## src/rtl/vga_sprite_if.sv

```systemverilog
// vga_sprite_if: pixel-stage bundle between the VGA timing generator / test
// driver (master) and the sprite pixel source (slave).
//   hcnt, vcnt        : current pixel column / line
//   hsync_in, vsync_in: raw syncs from the timing generator
//   en                : motion enable
//   r, g, b           : registered colour
//   hsync, vsync      : syncs re-timed to the colour
//   x, y              : sprite top-left position
//   bounces           : edge-reflection counter
`timescale 1ns/1ps
interface vga_sprite_if;
   logic [9:0] hcnt;
   logic [9:0] vcnt;
   logic       hsync_in;
   logic       vsync_in;
   logic       en;
   logic       r;
   logic       g;
   logic       b;
   logic       hsync;
   logic       vsync;
   logic [9:0] x;
   logic [9:0] y;
   logic [7:0] bounces;

   modport master (
      output hcnt, vcnt, hsync_in, vsync_in, en,
      input  r, g, b, hsync, vsync, x, y, bounces
   );

   modport slave (
      input  hcnt, vcnt, hsync_in, vsync_in, en,
      output r, g, b, hsync, vsync, x, y, bounces
   );
endinterface

```

## src/rtl/vga_sprite.sv

```systemverilog
// vga_sprite: pixel source feeding the VGA colour pins. Draws a bouncing
// solid square over a background with a 1-pixel white frame around the
// active area, and delays the syncs by one clock so they leave together
// with the registered colour.
//   clk : pixel clock
//   rst : asynchronous reset, active low
//   bus : vga_sprite_if.slave (timing in, colour/sync/position out)
`timescale 1ns/1ps
module vga_sprite #(
   parameter int       H_ACTIVE = 640,
   parameter int       V_ACTIVE = 480,
   parameter int       SIZE     = 32,
   parameter int       STEP     = 2,
   parameter logic [2:0] FG     = 3'b110,
   parameter logic [2:0] BG     = 3'b001
) (
   input logic         clk,
   input logic         rst,
   vga_sprite_if.slave bus
);
   localparam logic [10:0] H_A    = 11'(H_ACTIVE);
   localparam logic [10:0] V_A    = 11'(V_ACTIVE);
   localparam logic [10:0] SIZE11 = 11'(SIZE);
   localparam logic [10:0] STEP11 = 11'(STEP);
   localparam logic [9:0]  STEP10 = 10'(STEP);
   localparam logic [9:0]  X_MAX  = 10'(H_ACTIVE - SIZE);
   localparam logic [9:0]  Y_MAX  = 10'(V_ACTIVE - SIZE);

   logic [2:0] rgb_q, rgb_d;
   logic       hsync_q, vsync_q;
   logic [9:0] x_q, x_d, y_q, y_d;
   logic       dir_x_q, dir_x_d;   // 1 = moving left
   logic       dir_y_q, dir_y_d;   // 1 = moving up
   logic [7:0] bounces_q, bounces_d;

   logic [10:0] h11, v11, x11, y11;
   logic        active_s, border_s, sprite_s, tick_s, refl_x_s, refl_y_s;

   // Pixel classification and colour selection.
   always_comb begin
      h11      = {1'b0, bus.hcnt};
      v11      = {1'b0, bus.vcnt};
      x11      = {1'b0, x_q};
      y11      = {1'b0, y_q};
      active_s = (h11 < H_A) && (v11 < V_A);
      border_s = (h11 == 11'd0) || (h11 == H_A - 11'd1) ||
                 (v11 == 11'd0) || (v11 == V_A - 11'd1);
      sprite_s = (h11 >= x11) && (h11 < x11 + SIZE11) &&
                 (v11 >= y11) && (v11 < y11 + SIZE11);
      // First blanking pixel after the last active line: once per frame.
      tick_s   = (h11 == H_A) && (v11 == V_A);
      if (!active_s) begin
         rgb_d = 3'b000;
      end else if (border_s) begin
         rgb_d = 3'b111;
      end else if (sprite_s) begin
         rgb_d = FG;
      end else begin
         rgb_d = BG;
      end
   end

   // Horizontal motion; the 11-bit sum keeps x+SIZE+STEP from wrapping.
   always_comb begin
      x_d      = x_q;
      dir_x_d  = dir_x_q;
      refl_x_s = 1'b0;
      if (tick_s && bus.en) begin
         if (!dir_x_q) begin
            if (x11 + SIZE11 + STEP11 > H_A) begin
               x_d      = X_MAX;
               dir_x_d  = 1'b1;
               refl_x_s = 1'b1;
            end else begin
               x_d = x_q + STEP10;
            end
         end else begin
            if (x11 < STEP11) begin
               x_d      = 10'd0;
               dir_x_d  = 1'b0;
               refl_x_s = 1'b1;
            end else begin
               x_d = x_q - STEP10;
            end
         end
      end else begin
         x_d = x_q;
      end
   end

   // Vertical motion, mirror of the horizontal axis.
   always_comb begin
      y_d      = y_q;
      dir_y_d  = dir_y_q;
      refl_y_s = 1'b0;
      if (tick_s && bus.en) begin
         if (!dir_y_q) begin
            if (y11 + SIZE11 + STEP11 > V_A) begin
               y_d      = Y_MAX;
               dir_y_d  = 1'b1;
               refl_y_s = 1'b1;
            end else begin
               y_d = y_q + STEP10;
            end
         end else begin
            if (y11 < STEP11) begin
               y_d      = 10'd0;
               dir_y_d  = 1'b0;
               refl_y_s = 1'b1;
            end else begin
               y_d = y_q - STEP10;
            end
         end
      end else begin
         y_d = y_q;
      end
   end

   // A corner hit reflects both axes but counts as one bounce.
   always_comb begin
      if (refl_x_s || refl_y_s) begin
         bounces_d = bounces_q + 8'd1;
      end else begin
         bounces_d = bounces_q;
      end
   end

   // State and output registers.
   always_ff @(posedge clk or negedge rst) begin
      if (!rst) begin
         rgb_q     <= 3'b000;
         hsync_q   <= 1'b1;
         vsync_q   <= 1'b1;
         x_q       <= 10'd0;
         y_q       <= 10'd0;
         dir_x_q   <= 1'b0;
         dir_y_q   <= 1'b0;
         bounces_q <= 8'd0;
      end else begin
         rgb_q     <= rgb_d;
         hsync_q   <= bus.hsync_in;
         vsync_q   <= bus.vsync_in;
         x_q       <= x_d;
         y_q       <= y_d;
         dir_x_q   <= dir_x_d;
         dir_y_q   <= dir_y_d;
         bounces_q <= bounces_d;
      end
   end

   assign bus.r       = rgb_q[2];
   assign bus.g       = rgb_q[1];
   assign bus.b       = rgb_q[0];
   assign bus.hsync   = hsync_q;
   assign bus.vsync   = vsync_q;
   assign bus.x       = x_q;
   assign bus.y       = y_q;
   assign bus.bounces = bounces_q;
endmodule

```

## src/flat_wrapper.sv

```systemverilog
// flat-port wrapper written by rule: the top's interface ports become plain ports
module vga_sprite_flat 
#(
   parameter int       H_ACTIVE = 640,
   parameter int       V_ACTIVE = 480,
   parameter int       SIZE     = 32,
   parameter int       STEP     = 2,
   parameter logic [2:0] FG     = 3'b110,
   parameter logic [2:0] BG     = 3'b001
)
  (clk, rst, bus_hcnt, bus_vcnt, bus_hsync_in, bus_vsync_in, bus_en, bus_r, bus_g, bus_b, bus_hsync, bus_vsync, bus_x, bus_y, bus_bounces);
  vga_sprite_if bus_i ();
  input logic clk;
  input logic rst;
  input wire logic [$bits(bus_i.hcnt)-1:0] bus_hcnt;
  input wire logic [$bits(bus_i.vcnt)-1:0] bus_vcnt;
  input wire logic [$bits(bus_i.hsync_in)-1:0] bus_hsync_in;
  input wire logic [$bits(bus_i.vsync_in)-1:0] bus_vsync_in;
  input wire logic [$bits(bus_i.en)-1:0] bus_en;
  output wire logic [$bits(bus_i.r)-1:0] bus_r;
  output wire logic [$bits(bus_i.g)-1:0] bus_g;
  output wire logic [$bits(bus_i.b)-1:0] bus_b;
  output wire logic [$bits(bus_i.hsync)-1:0] bus_hsync;
  output wire logic [$bits(bus_i.vsync)-1:0] bus_vsync;
  output wire logic [$bits(bus_i.x)-1:0] bus_x;
  output wire logic [$bits(bus_i.y)-1:0] bus_y;
  output wire logic [$bits(bus_i.bounces)-1:0] bus_bounces;
  assign bus_i.hcnt = bus_hcnt;
  assign bus_i.vcnt = bus_vcnt;
  assign bus_i.hsync_in = bus_hsync_in;
  assign bus_i.vsync_in = bus_vsync_in;
  assign bus_i.en = bus_en;
  assign bus_r = bus_i.r;
  assign bus_g = bus_i.g;
  assign bus_b = bus_i.b;
  assign bus_hsync = bus_i.hsync;
  assign bus_vsync = bus_i.vsync;
  assign bus_x = bus_i.x;
  assign bus_y = bus_i.y;
  assign bus_bounces = bus_i.bounces;
  vga_sprite #(.H_ACTIVE(H_ACTIVE), .V_ACTIVE(V_ACTIVE), .SIZE(SIZE), .STEP(STEP), .FG(FG), .BG(BG)) u_core (.clk(clk), .rst(rst), .bus(bus_i));
endmodule
```

## config.mk

```make
export PLATFORM = sky130hd
export DESIGN_NAME = vga_sprite_flat
export DESIGN_NICKNAME = d
export VERILOG_FILES = /design/src/rtl/vga_sprite_if.sv /design/src/rtl/vga_sprite.sv /design/src/flat_wrapper.sv
export SDC_FILE = /design/constraint.sdc
export NUM_CORES = 1
export LEC_CHECK = 0
export ABC_AREA = 1
export CORE_ASPECT_RATIO = 0.8
export CORE_MARGIN = 2
export CORE_UTILIZATION = 50
export DETAILED_ROUTE_END_ITERATION = 12
export GPL_ROUTABILITY_DRIVEN = 0
export MAX_ROUTING_LAYER = met4
export PLACE_DENSITY = 0.82
export SYNTH_ARGS = -nofsm -noshare
export SYNTH_HDL_FRONTEND = slang
export SYNTH_SLANG_ARGS = --single-unit
```

## constraint.sdc

```tcl
create_clock -name clk -period 2 [get_ports clk]
set_input_delay 0.4 -clock clk [delete_from_list [all_inputs] [get_ports clk]]
set_output_delay 0.4 -clock clk [all_outputs]
set_load 0.02 [all_outputs]
```

==> results of run 1 <==
registers in the layout (all words and copies together), names as in the netlist:
signal,flops
u_core.bus.bounces,8
u_core.dir_x_q,1
u_core.bus.vsync,1
u_core.rgb_q,2
u_core.bus.x,9
u_core.bus.y,9
u_core.bus.hsync,1
u_core.dir_y_q,1
power by group through the flow:
| stage | logic [uW] | clock network (uW) | registers, uW |
|---|---|---|---|
| floorplan | 74.3 | 0 | 670 |
| global placement | 210 | 0 | 665 |
| detailed placement | 219 | 0 | 666 |
| CTS | 218 | 699 | 653 |
| global route | 249 | 748 | 653 |
| finish | 227 | 732 | 653 |
worst min-delay path by stage:
stage / from / endpoint / slack [ps]
global placement: u_core.bus.y[2] / u_core.bus.y[2] / 550
floorplan: rst / u_core.bus.bounces[0] / 100
finish: rst / u_core.bus.y[3] / 500
detailed placement: u_core.bus.y[2] / u_core.bus.y[2] / 550
CTS: rst / u_core.dir_y_q / 520
global route: bus_hsync_in / u_core.bus.hsync / 520
cell type report:
type                            instances  area [um2]
Multi-Input combinational cell        407        2850
Timing Repair Buffer                  156        1400
Fill cell                             377        1270
Sequential cell                        32         813
Inverter                               63         254
Tap cell                               87         109
Clock buffer                            7        96.3
Clock inverter                          1        30.0
Timing Repair inverter                  1        5.00
cells in the mapped netlist, types with 3 or more instances:
cell      count
nor3_1        7
nor2_2        5
nand3_2       4
nand3_1      37
nand2_1     116
inv_2         7
a21oi_1      22
buf_4         5
nor2_1       65
a31oi_1       3
xnor2_1       6
nand2_4       3
a22oi_1       7
nand2_2       6
xor2_1       13
dfrtp_1      30
o21bai_1      4
inv_1        55
o21a_1        5
o21ai_0      27
ha_1         38
nand4_1      11
cell families (layout without fill, tap and decap cells):
group	count (synthesis)	after routing	share of synthesized area, %
adders and majority gates	38	38	13.6
DFF	32	32	22.9
buffers and inverters	71	228	8.25
AOI/OAI and AO/OA	79	79	13.4
xor gates and xnor gates	19	19	4.75
other	1	2	0.107
and+or+nand+nor	269	269	37.0
through the flow:
step / util, % / setup WS (ps)
6_report: 81.3 / -344
3_5_place_dp: 70.1 / -344
5_1_grt: 81.3 / -411
4_1_cts: 76.1 / -101
2_1_floorplan: - / -33.9
3_3_place_gp: 70.1 / -280
metal layers:
metal	up-vias	global-route usage, %	share of wire (%)
met5	-	-	0
met4	0	10.6	6.9
met3	143	4.58	11
met2	426	54.1	45
met1	2128	38.0	36
li1	1998	-	-
what timing repair did:
item                                    in CTS  in global routing
endpoints found under the setup margin      20                 32
hold buffers                                 0                  0
resized for setup                           41                 72
setup buffers                               15                 11
hold endpoints to repair                     0                  0
gates cloned                                 0                  1
pin swaps                                   16                 40
==> run_results.csv, run 1 <==
group,metric,value,unit
status,outcome,"finished, violations left",
status,violations,"negative setup slack",
placed_design,io_buffers,55,
floorplan,die-area,7690,um2
finish,layout_common_cells,"nand2_1, buf_4, nor2_1, inv_1, clkdlybuf4s50_1",
clock_network,numClockSinks,32,
pwr,power.density,290,nW/um2
finish,final_area,5550,um2
placed_design,dp_cells,722,
route,drtAntennaViolNets,0,
timing,final-hold-violation-count,0,
pwr,switching_power,405,uW
setup_path,cpPeakStageDelay,480,ps
pwr,power_leakage,0.00271,uW
floorplan,std_cell_rows,27,
timing,fmax,0.427,GHz
timing,hold_ws,502,ps
pwr,switching_share,25.2,%
setup_path,setup.worst_path.end_class,"register",
clock_network,clk_pin_slew,90,ps
finish,nNetsFinal,729,
timing,skew,19.7,ps
floorplan,die_x,97.6,um
setup_path,setup.worst_path.start,"u_core.bus.x[6]",
timing,layout_min_cycle_time,2340,ps
floorplan,dieHeight,78.9,um
setup_path,regToRegStartpoint,"u_core.bus.x[6]",
pwr,combPwrFrac,14.1,%
timing,maxSlewViolCount,0,
clock_network,clk_path_buf_depth,2,
route,post_drt_via_cell_ratio,6.23,
finish,syn_to_final_growth,58.5,%
global_routing,grt_max_degree,33,
clock_network,clk_latency,310,ps
setup_path,critPathKind,"register to register",
clock_network,cts_buffers,5,
route,route.detailed.drc,0,
global_routing,track_usage,31.3,%
route,wl_per_cell,19.4,um
placed_design,postPlaceCellArea,4780,um2
route,drtPass1Iterations,7,
setup_path,reg2reg_setup_slack,-340,ps
setup_path,cp_top_family,"simple AND/OR/NAND/NOR gates",
logic_synthesis,ys_top_cells_by_area,"dfrtp_1, ha_1, nand2_1, nor2_1, inv_1",
setup_path,critPathCapture,"u_core.rgb_q[1]",
route,num_vias,4695,
finish,instances_no_fill,754,
floorplan,start_util,51.3,%
route,finalWirelength,14600,um
flow_run,cap_violations,0,
setup_path,cp_num_buf_inv,1,
setup_path,path_cells,"ha_4 > nand2_4 > inv_4 > nand2_4 > xor2_4 > ha_4 > nand4_1 > nor2_1 > nor2_1 > nand3_1 > nor2_2 > nand2_1 > a21boi_1",
pwr,clkPwrFrac,45.4,%
setup_path,critPathRequiredTime,2220,ps
setup_path,reg2reg_depth,13,
logic_synthesis,synth_top_area_cell,"dfrtp_1",
logic_synthesis,synthesis.area_per_instance,6.88,um2
logic_synthesis,synth_area,3500,um2
placed_design,hpwl,8600,um
global_routing,grt_antenna_before_repair,0,
logic_synthesis,synth_top_area_share,21.4,%
logic_synthesis,synth_seq_cells,32,
pwr,finalPower,1610,uW
setup_path,crit_fanout,5,
worst_hold_path,hp-class,"input pin to asynchronous set/reset pin",
finish,final_common_cell,"nand2_1",
setup_path,r2r-end,"u_core.rgb_q[1]",
finish,post_route_cells_drive_above_1_share,34.2,%
floorplan,ios,58,
logic_synthesis,synth-seq-area-share,22.9,%
floorplan,core_area,6820,um2
logic_synthesis,async_flop_share,100,%
clock_network,cts_tree,"built",
timing,finalSetupTns,-4110,ps
setup_path,slowest_stage,"dfrtp_2",
pwr,seqPwrFrac,40.5,%
timing,setup_ws,-344,ps
setup_path,cp-start-kind,"register",
global_routing,grt_pass1_vias,4202,
clock_network,htreeDepth,2,
pwr,internal-power,1210,uW
pwr,ir_drop,242,uV
timing,finalSetupViolations,29,
clock_network,root_buffer,"clkbuf_8",
timing,period_share,117,%
route,dr.first_iter.drc_count,706,
logic_synthesis,yosysUniqueCellTypes,48,
logic_synthesis,synth_edf_count,0,
finish,antenna_cells,0,
global_routing,grt-ovfl-total,0,
setup_path,path_depth,13,
logic_synthesis,synthCells,509,
logic_synthesis,yosys_warnings,0,
logic_synthesis,ys.flop_type,"dfrtp_1",
timing,rsz0062_at_grt,"true",
global_routing,grt_pass1_wl,19000,um
setup_path,critical_path_arrival,2560,ps
Power figures use the tool's default switching activity.
==> inputs of run 2 (changes only) <==
CORE_UTILIZATION = 34   (was 50)
PLACE_DENSITY = default   (was 0.82)
==> run 2 against run 1 <==
Against the previous run: the flow still finishes with violations (negative setup slack); design area increased by 3.4%; highest routed layer unchanged; critical path depth is the same; clock skew is 17 ps lower; worst hold slack gained 25 ps; combinational power hardly changed; non-clock buffer count grew 6; largest power group unchanged; clock power is 30% higher; routed wire length decreased by 19%; critical endpoint is now u_core.bus.bounces[6]; fmax is 9.1% higher; sequential share of layout area shrank 0.50 points; core utilization fell by 25 points; sequential power barely moved.
==> run_results.csv, run 2 (synthesis results as in run 1) <==
group,metric,value,unit
placed_design,io_buffers,55,
worst_hold_path,hp-class,"input pin to register",
pwr,clkPwrFrac,52.0,%
placed_design,dp_slack,-430,ps
setup_path,path_cells,"ha_4 > nand2_2 > inv_2 > nor2_4 > buf_6 > nand3_4 > nor2_1 > a31oi_4 > nand3_4 > nand3_4 > buf_6 > nand3_1 > nand2_1",
placed_design,hpwl,8400,um
setup_path,critPathKind,"register to register",
finish,post_route_cells_drive_above_1_share,36.5,%
setup_path,cp_num_buf_inv,3,
placed_design,postPlaceCellArea,4880,um2
finish,final_area,5740,um2
floorplan,core_area,10200,um2
global_routing,grt_pass1_vias,3725,
floorplan,dieHeight,94.8,um
setup_path,crit_fanout,6,
timing,rsz0062_at_grt,"true",
finish,final_common_cell,"nand2_1",
setup_path,critPathCapture,"u_core.bus.bounces[6]",
setup_path,critPathMostFrequentCell,"nand3_4",
timing,skew,2.38,ps
timing,worst_slew_pin_slew,555,ps
route,route.detailed.drc,0,
floorplan,ios,58,
setup_path,setup.worst_path.start,"u_core.bus.x[6]",
finish,nNetsFinal,736,
setup_path,reg2reg_setup_slack,-150,ps
floorplan,die_x,117,um
timing,finalSetupViolations,18,
setup_path,reg2reg_depth,13,
route,wl_per_cell,14.5,um
timing,period_share,107,%
floorplan,start_util,34.5,%
global_routing,grt_pass1_wl,17700,um
pwr,switching_share,22.3,%
timing,final-hold-violation-count,0,
floorplan,std_cell_rows,33,
setup_path,critical_path_arrival,2320,ps
pwr,power_leakage,0.00276,uW
global_routing,track_usage,20.1,%
clock_network,numClockSinks,32,
route,finalWirelength,11800,um
clock_network,clk_pin_slew,60,ps
clock_network,clk_latency,280,ps
finish,syn_to_final_growth,63.8,%
route,drtAntennaViolNets,0,
clock_network,cts_tree,"built",
timing,layout_min_cycle_time,2150,ps
clock_network,root_buffer,"clkbuf_16",
global_routing,grt_antenna_before_repair,0,
global_routing,grt_max_degree,33,
pwr,seqPwrFrac,35.7,%
clock_network,cts_buffers,5,
finish,antenna_cells,0,
pwr,switching_power,408,uW
finish,instances_no_fill,814,
status,outcome,"finished, violations left",
flow_run,cap_violations,0,
clock_network,clk_path_buf_depth,2,
clock_network,cts_hold_buf,0,
finish,layout_common_cells,"nand2_1, buf_4, nor2_1, inv_1, clkdlybuf4s50_1",
pwr,combPwrFrac,12.3,%
status,violations,"negative setup slack",
setup_path,setup.worst_path.end_class,"register",
route,num_vias,4125,
route,post_drt_via_cell_ratio,5.07,
route,drtPass1Iterations,5,
placed_design,dp_cells,779,
timing,maxSlewViolCount,0,
clock_network,htreeDepth,2,
setup_path,cp-start-kind,"register",
setup_path,r2r-end,"u_core.bus.bounces[6]",
setup_path,critPathRequiredTime,2170,ps
pwr,internal-power,1420,uW
floorplan,die-area,11100,um2
setup_path,path_depth,13,
timing,hold_ws,527,ps
pwr,finalPower,1830,uW
setup_path,cp_top_family,"simple AND/OR/NAND/NOR gates",
setup_path,cpPeakStageDelay,460,ps
pwr,power.density,319,nW/um2
timing,setup_ws,-149,ps
setup_path,slowest_stage,"dfrtp_2",
timing,slew_headroom,62.1,%
timing,fmax,0.465,GHz
setup_path,regToRegStartpoint,"u_core.bus.x[6]",
route,dr.first_iter.drc_count,305,
pwr,ir_drop,268,uV
global_routing,grt-ovfl-total,0,
==> run 2: cell count changes in the layout (fill, tap and decap cells not counted), moves of 4 or more <==
cell             delta
buf_6               +8
clkbuf_16           +5
clkbuf_8            -5
clkdlybuf4s50_1     -4
dlymetal6s2s_1      +4
nand2_1             -9
nand2_2            +10
nand3_1             +7
nand3_2             -4
==> run 2: worst min-delay path by stage <==
stage               startpoint                     to  slack, ps  cells after the start
2_1_floorplan              rst  u_core.bus.bounces[0]        100                      0
3_3_place_gp   u_core.bus.y[2]        u_core.bus.y[2]        520                      2
3_5_place_dp   u_core.bus.y[2]        u_core.bus.y[2]        530                      2
4_1_cts           bus_hsync_in       u_core.bus.hsync        530                      1
5_1_grt           bus_hsync_in       u_core.bus.hsync        520                      1
6_report          bus_hsync_in       u_core.bus.hsync        530                      1
==> run 2: per-layer routing <==
layer | share of wire, % | vias to the layer above | global-route usage (%)
li1 | - | 2030 | -
met1 | 46 | 1924 | 26.8
met2 | 47 | 162 | 32.3
met3 | 6.0 | 9 | 3.50
met4 | 0.74 | 0 | 4.52
met5 | 0 | - | -
==> run 2: metrics by stage <==
stage | TNS [ps] | utilization, %
3_5_place_dp | -7940 | 48.0
5_1_grt | -3730 | 56.5
4_1_cts | -269 | 51.1
6_report | -1640 | 56.5
3_3_place_gp | -6200 | 48.0
2_1_floorplan | -65.6 | -
==> run 2: power groups by stage <==
| stage | combinational [uW] | clock, uW | sequential [uW] |
|---|---|---|---|
| floorplan | 74.3 | 0 | 670 |
| detailed placement | 220 | 0 | 666 |
| CTS | 218 | 956 | 654 |
| global route | 248 | 980 | 654 |
| finish | 225 | 951 | 654 |
| global placement | 213 | 0 | 666 |
==> run 2: area by class of cell <==
type                    count  area, um2
well taps                 140        175
multi-input cells         409       2870
clock inverters             1       30.0
clock buffers               7        153
repair buffers            162       1450
inverters                  63        251
flip-flops and latches     32        812
fillers                   940       4420
==> run 2: repair_timing <==
item / in CTS / in global routing
setup buffers: 8 / 17
pin swaps: 22 / 43
resized for setup: 21 / 113
cloned: 2 / 1
hold endpoints to repair: 0 / 0
setup endpoints to repair: 18 / 31
